--- src/rtl/mem_interface_multi_pkg.sv ---
// Shared encodings for the multicycle memory access unit: FSM states,
// load/store funct3 codes, access sizes and the reset instruction.
package mem_interface_multi_pkg;

    typedef enum logic [1:0] {
        MA_IDLE   = 2'd0,
        MA_ACCESS = 2'd1,
        MA_DONE   = 2'd2
    } ma_state_e;

    typedef enum logic [1:0] {
        SZ_BYTE = 2'd0,
        SZ_HALF = 2'd1,
        SZ_WORD = 2'd2
    } ma_size_e;

    // Identity of a command; a change of kind while in MA_DONE starts a new access.
    typedef struct packed {
        logic is_write;
        logic is_data;
    } ma_kind_t;

    localparam logic [2:0] FUNCT3_LB  = 3'b000;
    localparam logic [2:0] FUNCT3_LH  = 3'b001;
    localparam logic [2:0] FUNCT3_LW  = 3'b010;
    localparam logic [2:0] FUNCT3_LBU = 3'b100;
    localparam logic [2:0] FUNCT3_LHU = 3'b101;
    localparam logic [2:0] FUNCT3_SB  = 3'b000;
    localparam logic [2:0] FUNCT3_SH  = 3'b001;
    localparam logic [2:0] FUNCT3_SW  = 3'b010;

    localparam logic [31:0] NOP = 32'h00000013;

endpackage

--- src/rtl/mem_interface_multi_load_align.sv ---
// Load formatter: picks the addressed byte/half lane of a bus word and
// sign- or zero-extends it according to the load funct3.
module mem_load_align
    import mem_interface_multi_pkg::*;
(
    input  logic [31:0] rdata,
    input  logic [1:0]  addr,
    input  logic [2:0]  funct3,
    output logic [31:0] load_data
);

    logic [7:0]  byte_sel;
    logic [15:0] half_sel;

    always_comb begin
        case (addr)
            2'd0:    byte_sel = rdata[7:0];
            2'd1:    byte_sel = rdata[15:8];
            2'd2:    byte_sel = rdata[23:16];
            default: byte_sel = rdata[31:24];
        endcase
        half_sel = addr[1] ? rdata[31:16] : rdata[15:0];

        case (funct3)
            FUNCT3_LB:  load_data = {{24{byte_sel[7]}}, byte_sel};
            FUNCT3_LH:  load_data = {{16{half_sel[15]}}, half_sel};
            FUNCT3_LBU: load_data = {24'd0, byte_sel};
            FUNCT3_LHU: load_data = {16'd0, half_sel};
            default:    load_data = rdata;
        endcase
    end

endmodule

--- src/rtl/mem_interface_multi.sv ---
// Memory access unit between the multicycle control FSM and the shared bus:
// turns level MemRead/MemWrite commands into single req/ack transactions.
module mem_interface_multi
    import mem_interface_multi_pkg::*;
#(
    parameter int unsigned TIMEOUT = 255
) (
    input  logic        iCLK,
    input  logic        iRST,
    input  logic        iMemRead,
    input  logic        iMemWrite,
    input  logic        iIouD,
    input  logic        iEscreveIR,
    input  logic [31:0] iPC,
    input  logic [31:0] iALUOut,
    input  logic [31:0] iStoreData,
    input  logic [2:0]  iFunct3,
    output logic [31:0] oIR,
    output logic [31:0] oMDR,
    output logic        oBusy,
    output logic        oMisalign,
    output logic        oBusErr,
    output logic        oBusReq,
    output logic        oBusWe,
    output logic [31:0] oBusAddr,
    output logic [31:0] oBusWData,
    output logic [3:0]  oBusBE,
    input  logic        iBusAck,
    input  logic [31:0] iBusRData,
    output logic [1:0]  oMaState
);

    localparam logic [7:0] TIMEOUT_LIM = TIMEOUT[7:0];

    ma_state_e   state_q, state_d;
    ma_kind_t    kind_q, kind_d;
    logic [31:0] addr_q, addr_d;
    logic [31:0] wdata_q, wdata_d;
    logic [31:0] ir_q, ir_d;
    logic [31:0] mdr_q, mdr_d;
    logic [3:0]  be_q, be_d;
    logic [2:0]  funct3_q, funct3_d;
    logic [7:0]  tcnt_q, tcnt_d;
    logic        req_q, req_d;
    logic        we_q, we_d;
    logic        eir_q, eir_d;
    logic        misalign_q, misalign_d;
    logic        buserr_q, buserr_d;

    logic        cmd;
    logic        launch;
    logic        misaligned;
    ma_kind_t    kind_new;
    ma_size_e    size;
    logic [31:0] sel_addr;
    logic [31:0] new_wdata;
    logic [3:0]  new_be;
    logic [31:0] load_data;

    mem_load_align u_load_align (
        .rdata     (iBusRData),
        .addr      (addr_q[1:0]),
        .funct3    (funct3_q),
        .load_data (load_data)
    );

    // Decode of the command currently presented by the control unit.
    always_comb begin
        cmd      = iMemRead | iMemWrite;
        kind_new = '{is_write: iMemWrite, is_data: iIouD};
        sel_addr = iIouD ? iALUOut : iPC;

        if (iMemWrite) begin
            case (iFunct3)
                FUNCT3_SB: size = SZ_BYTE;
                FUNCT3_SH: size = SZ_HALF;
                default:   size = SZ_WORD;
            endcase
        end else if (!iIouD) begin
            size = SZ_WORD;
        end else begin
            case (iFunct3)
                FUNCT3_LB, FUNCT3_LBU: size = SZ_BYTE;
                FUNCT3_LH, FUNCT3_LHU: size = SZ_HALF;
                default:               size = SZ_WORD;
            endcase
        end

        case (size)
            SZ_BYTE: begin
                new_be     = 4'b0001 << sel_addr[1:0];
                new_wdata  = {4{iStoreData[7:0]}};
                misaligned = 1'b0;
            end
            SZ_HALF: begin
                new_be     = sel_addr[1] ? 4'b1100 : 4'b0011;
                new_wdata  = {2{iStoreData[15:0]}};
                misaligned = sel_addr[0];
            end
            default: begin
                new_be     = 4'b1111;
                new_wdata  = iStoreData;
                misaligned = (sel_addr[1:0] != 2'b00);
            end
        endcase

        launch = cmd && ((state_q == MA_IDLE) ||
                         ((state_q == MA_DONE) && (kind_new != kind_q)));
    end

    always_comb begin
        state_d    = state_q;
        kind_d     = kind_q;
        addr_d     = addr_q;
        wdata_d    = wdata_q;
        ir_d       = ir_q;
        mdr_d      = mdr_q;
        be_d       = be_q;
        funct3_d   = funct3_q;
        tcnt_d     = tcnt_q;
        req_d      = req_q;
        we_d       = we_q;
        eir_d      = eir_q;
        misalign_d = 1'b0;
        buserr_d   = 1'b0;

        case (state_q)
            MA_IDLE, MA_DONE: begin
                if (launch) begin
                    kind_d = kind_new;
                    if (misaligned) begin
                        misalign_d = 1'b1;
                        state_d    = MA_DONE;
                    end else begin
                        addr_d   = sel_addr;
                        wdata_d  = new_wdata;
                        be_d     = new_be;
                        we_d     = iMemWrite;
                        funct3_d = iFunct3;
                        eir_d    = iEscreveIR;
                        tcnt_d   = 8'd0;
                        req_d    = 1'b1;
                        state_d  = MA_ACCESS;
                    end
                end else if (!cmd) begin
                    state_d = MA_IDLE;
                end
            end
            MA_ACCESS: begin
                // An ack in the timeout cycle still completes the access.
                if (iBusAck) begin
                    req_d   = 1'b0;
                    state_d = MA_DONE;
                    if (!kind_q.is_write) begin
                        if (kind_q.is_data) begin
                            mdr_d = load_data;
                        end else if (eir_q) begin
                            ir_d = iBusRData;
                        end
                    end
                end else begin
                    tcnt_d = tcnt_q + 8'd1;
                    if (tcnt_q + 8'd1 == TIMEOUT_LIM) begin
                        req_d    = 1'b0;
                        buserr_d = 1'b1;
                        state_d  = MA_DONE;
                    end
                end
            end
            default: state_d = MA_IDLE;
        endcase
    end

    always_ff @(posedge iCLK) begin
        if (iRST) begin
            state_q    <= MA_IDLE;
            kind_q     <= '0;
            addr_q     <= '0;
            wdata_q    <= '0;
            ir_q       <= NOP;
            mdr_q      <= '0;
            be_q       <= '0;
            funct3_q   <= '0;
            tcnt_q     <= '0;
            req_q      <= 1'b0;
            we_q       <= 1'b0;
            eir_q      <= 1'b0;
            misalign_q <= 1'b0;
            buserr_q   <= 1'b0;
        end else begin
            state_q    <= state_d;
            kind_q     <= kind_d;
            addr_q     <= addr_d;
            wdata_q    <= wdata_d;
            ir_q       <= ir_d;
            mdr_q      <= mdr_d;
            be_q       <= be_d;
            funct3_q   <= funct3_d;
            tcnt_q     <= tcnt_d;
            req_q      <= req_d;
            we_q       <= we_d;
            eir_q      <= eir_d;
            misalign_q <= misalign_d;
            buserr_q   <= buserr_d;
        end
    end

    assign oIR       = ir_q;
    assign oMDR      = mdr_q;
    assign oBusy     = (state_q == MA_ACCESS) || launch;
    assign oMisalign = misalign_q;
    assign oBusErr   = buserr_q;
    assign oBusReq   = req_q;
    assign oBusWe    = we_q;
    assign oBusAddr  = {addr_q[31:2], 2'b00};
    assign oBusWData = wdata_q;
    assign oBusBE    = be_q;
    assign oMaState  = state_q;

endmodule

--- config.mk ---
export PLATFORM = sky130hd
export DESIGN_NAME = mem_interface_multi
export DESIGN_NICKNAME = d
export VERILOG_FILES = /design/src/rtl/mem_interface_multi_pkg.sv /design/src/rtl/mem_interface_multi_load_align.sv /design/src/rtl/mem_interface_multi.sv
export SDC_FILE = /design/constraint.sdc
export NUM_CORES = 1
export LEC_CHECK = 0
export ABC_AREA = 1
export BUFFER_PORTS_ARGS = -buffer_cell sky130_fd_sc_hd__buf_2
export CORE_MARGIN = 5
export CORE_UTILIZATION = 47
export CTS_BUF_LIST = sky130_fd_sc_hd__clkbuf_8
export CTS_CLUSTER_DIAMETER = 50
export DETAILED_ROUTE_END_ITERATION = 10
export PLACE_DENSITY_LB_ADDON = 0.08
export REMOVE_ABC_BUFFERS = 1
export SLEW_MARGIN = 10
export SYNTH_ARGS = -nofsm -noshare
export SYNTH_HDL_FRONTEND = slang
export SYNTH_HIERARCHICAL = 1
export SYNTH_SLANG_ARGS = --single-unit
--- constraint.sdc ---
create_clock -name iCLK -period 2.4 [get_ports iCLK]
set_clock_uncertainty 0.1 [all_clocks]
set_input_delay 0.24 -clock iCLK [delete_from_list [all_inputs] [get_ports iCLK]]
set_output_delay 0.24 -clock iCLK [all_outputs]
set_load 0.02 [all_outputs]
== After elaboration in Yosys (flattened, before gate mapping) ==
Cells that the tools add are included.
Widths: inputs -> output; s select.

* Register bits after elaboration: 152

* Add/sub/neg operators: 1
* Equal/unequal tests: 18
* Shift-type cells: 1
* Mux-type cells: 29
* Bitwise gates (word level): 7
* Reduce and logical (&&, ||, !) cells: 23

{| class="wikitable"
|+ Operators by type and width
! operator !! number
|-
| $pmux 32 s4 || 1
|-
| $pmux 32 s2 || 1
|-
| $mux 32 || 1
|-
| $mux 8 || 3
|-
| $pmux 8 s3 || 1
|-
| $mux 16 || 1
|-
| $pmux 8 s2 || 1
|-
| $mux 2 || 7
|-
| $eq 3x3->1 const B || 4
|-
| $pmux 2 s2 || 3
|-
| $reduce_and 4->1 || 3
|-
| $add 8x1->8 const B || 1
|-
| $eq 8x8->1 const B || 1
|-
| $pmux 4 s2 || 1
|-
| $eq 2x1->1 const B || 3
|-
| $eq 3x1->1 const B || 2
|-
| $logic_not 2->1 || 3
|-
| $logic_not 3->1 || 2
|-
| $mux 1 || 6
|-
| $ne 2x2->1 const B || 3
|-
| $ne 3x3->1 const B || 2
|-
| $not 1->1 || 6
|-
| $reduce_or 2->1 || 3
|-
| $reduce_or 3->1 || 2
|-
| other kinds (12) || 18
|}

== Logic depth before layout (Yosys ltp) ==
* Depth in word-level cells: 10
* Mapped depth: 12

== Hierarchy ==
The synthesis kept the hierarchy.

{| class="wikitable"
|+ By module, submodules not included
! module !! instances !! cells an instance !! area each (um^2)
|-
| mem_interface_multi || 1 || 853 || 6,309.8
|-
| mem_load_align || 1 || 163 || 858.3
|}

== Worst setup path before layout ==
Ideal clock, no wire load.

* Kind: reg2reg
* Start: register state_q[0] (netlist: oMaState[0])
* End: register tcnt_q[2]
* Library setup time: 132 ps
* Arrival time: 1,438 ps
* Slack: 730 ps
* Cell stages (with the launch flop): 10
* Period minus slack after synthesis: 1,670 ps
* Path through: dfxtp_1 inv_1 nor2_1 inv_1 nor2_1 inv_1 nand2_1 inv_2 nand2_1 a21oi_1

* Longest elaborated chain between the ends: 6
* Elaborated cells between the ends (all ways): 13
* Those cells by class: eq/ne (5); mux (1); reduce/logical (7)

{| class="wikitable"
|+ RTL lines
! element !! line !! text
|-
| start: declaration || mem_interface_multi.sv:35 || <nowiki>ma_state_e state_q, state_d;</nowiki>
|-
| start signal: assignment || mem_interface_multi.sv:191 || <nowiki>state_q <= state_d;</nowiki>
|-
| $eq 2x2->1 || mem_interface_multi.sv:108, mem_interface_multi.sv:127 ||
|-
| $logic_and 1x1->1 || mem_interface_multi.sv:108 || <nowiki>((state_q == MA_DONE) && (kind_new != kind_q)));</nowiki>
|-
| $logic_or 1x1->1 || mem_interface_multi.sv:107 || <nowiki>launch = cmd && ((state_q == MA_IDLE) ||</nowiki>
|-
| $logic_and 1x1->1 || mem_interface_multi.sv:107 ||
|-
| $ne 2x2->1 (no source line) || n/a ||
|-
| $reduce_and 4->1 (no source line) || n/a ||
|-
| end signal: assignment || mem_interface_multi.sv:199 || <nowiki>tcnt_q <= tcnt_d;</nowiki>
|-
| end: declaration || mem_interface_multi.sv:43 || <nowiki>logic [7:0] tcnt_q, tcnt_d;</nowiki>
|}

Parallel ways exist; a longest one is shown, timed or not.
A chain may end at the register's enable or synchronous reset.

== Worst setup path after layout ==
* Start: input port iMemWrite
* End: register wdata_q[23] (netlist: oBusWData[23])

* Longest elaborated chain between the ends: 5
* Elaborated cells between the ends (all ways): 12
* Those cells by class: eq/ne (2); mux (3); bitwise (2); reduce/logical (5)

{| class="wikitable"
|+ RTL lines
! element !! line !! text
|-
| start: declaration || mem_interface_multi.sv:11 || <nowiki>input logic iMemWrite,</nowiki>
|-
| $mux 2 or $ne 2x2->1 (tied branches) || mem_interface_multi.sv:73, mem_interface_multi.sv:108 ||
|-
| $eq 2x1->1, or another cell as far along || mem_interface_multi.sv:89 || <nowiki>case (size)</nowiki>
|-
| $pmux 1 s2 or $logic_or 1x1->1 (tied branches) || mem_interface_multi.sv:89, mem_interface_multi.sv:107 ||
|-
| $not 1->1 (no source line) or $logic_and 1x1->1 (tied branches) || n/a ||
|-
| $reduce_and 3->1 (no source line) || n/a ||
|-
| end signal: assignment || mem_interface_multi.sv:194 || <nowiki>wdata_q <= wdata_d;</nowiki>
|-
| end: declaration || mem_interface_multi.sv:38 || <nowiki>logic [31:0] wdata_q, wdata_d;</nowiki>
|}

Parallel ways exist; a longest one is shown, timed or not.

==> summary.md <==
| Metric | Value |
|---|---|
| Outcome | `finished, final reports clean` |
| Launch point of the worst hold path | `iStoreData[16]` |
| DIE AREA | `17800 um2` |
| Initial DRC count | `558` |
| Fmax achieved | `around 0.47 GHz` |
| Final antenna diode count | `0` |
| Remaining routing DRC violations | `0` |
| Worst slack at placement | `around 270 ps` |
| Total setup violations reported at the end of the flow | `0` |
| Final routed wire length divided by cell count | `around 15 um` |
| Number of placement rows | `between 40 and 50` |
| Cell-internal power | `4.36 mW` |
| Net count of the finished layout | `roughly 1500` |
| Switching power of the nets | `just under 2 mW` |
| Detail Placement HPWL | `15700 um` |
| Share of the synthesized area in the top cell type | `42.5%` |
| Count of warnings emitted by yosys | `6` |
| Via density | `5.10` |
| Top-level port count | `between 200 and 300` |
| Final wirelength | `23600 um` |
| Fin Setup TNS | `0 ps` |
| Share of power burned in registers | `44.1%` |
| Distinct cells, synth | `35` |
| Number of port buffers | `274` |
| Synthesized instance count | `just over 1000` |
| Routability-driven placement congestion ratio | `0.830` |
| Number of global-route vias before repair | `7432` |
| Post-CTS setup buffer count | `0` |
| Min-delay worst type | `in -> reg` |
| Post-route minimum period | `2120 ps` |
| Slowest Stage Delay on Critical Path | `530 ps` |
| Most common cell in the netlist | `sky130_fd_sc_hd__nand2_1` |
| Type of element capturing the critical path | `register` |
| Router iterations before antenna repair | `5` |
| Critical path startpoint | `iMemWrite` |
| Static leakage power | `4.77 nW` |
| Pwr per Cell Area | `approximately 640 nW/um2` |
| Dominant register cell in the synthesized netlist | `sky130_fd_sc_hd__dfxtp_1` |
| Cell area after synthesis | `7170 um2` |
| Maximum buffer depth of the clock tree | `2` |
| Total via count in the routed design | `7879` |
| Clock buffers created by TritonCTS | `17` |
| Library cell occupying the most area in the post-synthesis netlist | `sky130_fd_sc_hd__dfxtp_1` |
| Post-synth EDFFs | `0` |
| Max cap viols | `0` |
| Count of placed standard cells in the final layout, fillers left out | `1544` |
| Worst R2R Start | `addr_q[1]` |
| Biggest fanout along the worst timing path | `81` |
| Avg Inst Size Synth | `7.06 um2` |
| Arrival time of the worst setup path | `2410 ps` |
| Cell type with the highest occurrence count on the critical path | `sky130_fd_sc_hd__nand2_1` |
| CTS H-tree depth | `4` |
| Root buffer cell | `sky130_fd_sc_hd__clkbuf_8` |
| CTS tree | `built` |
| Switch share | `31.2%` |
| Post-CTS Hold Buffers | `110` |
| Clock latency of the later-clocked register in the worst-skew pair | `roughly 450 ps` |
| Clock slew seen by the registers of the worst setup and hold paths | `80 ps` |
| GRT Residual Overflow | `0` |
| Count of placed standard cells including taps | `1403` |
| Cell types occupying the most area after synthesis | `sky130_fd_sc_hd__dfxtp_1 42%, sky130_fd_sc_hd__nand2_1 13%, sky130_fd_sc_hd__nor2_1 8.1%` |
| Ranking of synthesized cells by instance count | `243 x sky130_fd_sc_hd__nand2_1, 154 x sky130_fd_sc_hd__nor2_1, 152 x sky130_fd_sc_hd__dfxtp_1, 112 x sky130_fd_sc_hd__o21ai_0, 72 x sky130_fd_sc_hd__a21oi_1` |
| Antenna violations before repair | `0` |
| Worst path slowest cell | `sky130_fd_sc_hd__dlygate4sd3_1` |
| Antenna-violating nets left | `0` |
| Share of total power in the clock network | `31.4%` |
| Wire length of the first global-routing pass | `37100 um` |
| Ys async rst share | `0%` |
| Part of the cycle the worst path needs | `88.3%` |
| Die W | `133 um` |
| Sequential cell area fraction in the yosys report | `42.5%` |
| PnR worst setup slack | `around 280 ps` |
| RSZ-0062 raised after global routing | `false` |
| Effective utilization at floorplan | `47.5%` |
| Core box area | `15100 um2` |
| Die boundary height | `approximately 130 um` |
| Kind of launch point of the worst setup path | `primary input` |
| Kind of critical path | `in -> reg` |
| Flip-flop and latch count after synthesis | `152` |
| Total routing usage reported by global routing | `25.6%` |
| Max-slew violation total from the final report | `0` |
| VDD IR max | `340 uV` |
| Proportion of layout cells with a drive suffix above 1 | `27.4%` |
| Maximum number of pins on one net before global-route repair | `112` |
| Cells along the critical path | `dlygate4sd3_1 > buf_2 > nand2_1 > nand3b_4 > nor2_8 > o21ai_4 > nor2_8 > buf_12 > nand2_1 > nand2_1 > nand2_1 > a21oi_1` |
| Relative area change from synthesis to final layout | `38.1%` |
| Total count of hold-check failures in the final report | `0` |
| Required time of the critical path | `2690 ps` |
| Number of gates given a new drive strength after cts | `0` |
| CTS sink cnt | `approximately 150` |
| Share of total power in combinational logic | `about a quarter` |
[power groups by stage]
stage	Combinational [mW]	Sequential [mW]	Clock (mW)
floorplan	0.639	3.04	0
global placement	1.38	2.85	0
detailed placement	1.39	2.85	0
CTS	1.53	2.79	2.03
global route	1.70	2.81	2.14
finish	1.55	2.79	1.99
[logic make-up after synthesis]
logic type,synth area share (%)
buf+inv,10.2
compound gates,18.0
simple gates,28.5
other cells,0.0523
fa+ha+maj,0.349
flops,42.5
xor+xnor,0.489
[cell usage in the layout, fill, tap and decap left out, types with 4 or more instances in the layout]
cell type and count:
sky130_fd_sc_hd__buf_2 274, sky130_fd_sc_hd__nand3_2 11, sky130_fd_sc_hd__inv_2 11, sky130_fd_sc_hd__a31oi_1 40
sky130_fd_sc_hd__o21ai_0 112, sky130_fd_sc_hd__nor2_1 154, sky130_fd_sc_hd__clkbuf_8 19, sky130_fd_sc_hd__inv_1 34
sky130_fd_sc_hd__a21oi_1 72, sky130_fd_sc_hd__nand3_1 45, sky130_fd_sc_hd__buf_4 21, sky130_fd_sc_hd__or2_2 8
sky130_fd_sc_hd__dfxtp_1 152, sky130_fd_sc_hd__nand2_2 4, sky130_fd_sc_hd__nand2_1 243, sky130_fd_sc_hd__dlygate4sd3_1 110
sky130_fd_sc_hd__clkinv_2 5, sky130_fd_sc_hd__o21ai_1 7
[registers in the layout, indices dropped and copies added (netlist names)]
name       cells
oMaState       2
oBusBE         4
eir_q          1
funct3_q       3
tcnt_q         8
kind_q         2
oBusErr        1
oBusWe         1
oBusReq        1
addr_q        32
oBusWData     32
oMDR          32
oMisalign      1
oIR           32
[stage by stage]
stage	instance area [um2]	total power, mW	hold WS, ps	util, %
floorplan	6600	3.68	209	-
global placement	8400	4.24	351	55.7
detailed placement	8400	4.24	350	55.7
CTS	9900	6.35	1.77	65.6
global route	9900	6.65	14.9	65.6
finish	9900	6.34	19.2	65.6
[critical path: cells and delay by family]
family	cells	cell delay (ps)
buf+inv	3	990
simple gates	7	930
compound gates	2	230
[layer usage]
layer  up-vias  global-route usage, %  share of wire [%]  routed length, um
met4         0                   8.00                2.4                578
met1      3577                   31.1                 42               9850
met3        46                   7.59                7.9               1870
met2       308                   43.8                 48              11300
li1       3948                      -                  -                  -
met5         -                      0                  0                  0
[path summary, 6_finish.rpt]
path | to | slack (ps) | cells after the start
max | oBusWData[23] | 280 | 12
min | oBusWData[16] | 20 | 4
max reg2reg | oMDR[13] | 490 | 6
min reg2reg | oBusWData[25] | 370 | 2
[cell type report]
cell class	instances	area, um2
Fill cell	1341	5190
Multi-Input combinational cell	724	3400
Sequential cell	152	3040
Timing Repair Buffer	407	2670
Clock buffer	19	262
Tap cell	188	235
Inverter	42	158
Clock inverter	12	135
Note: power is estimated with default switching activity, not from simulation.
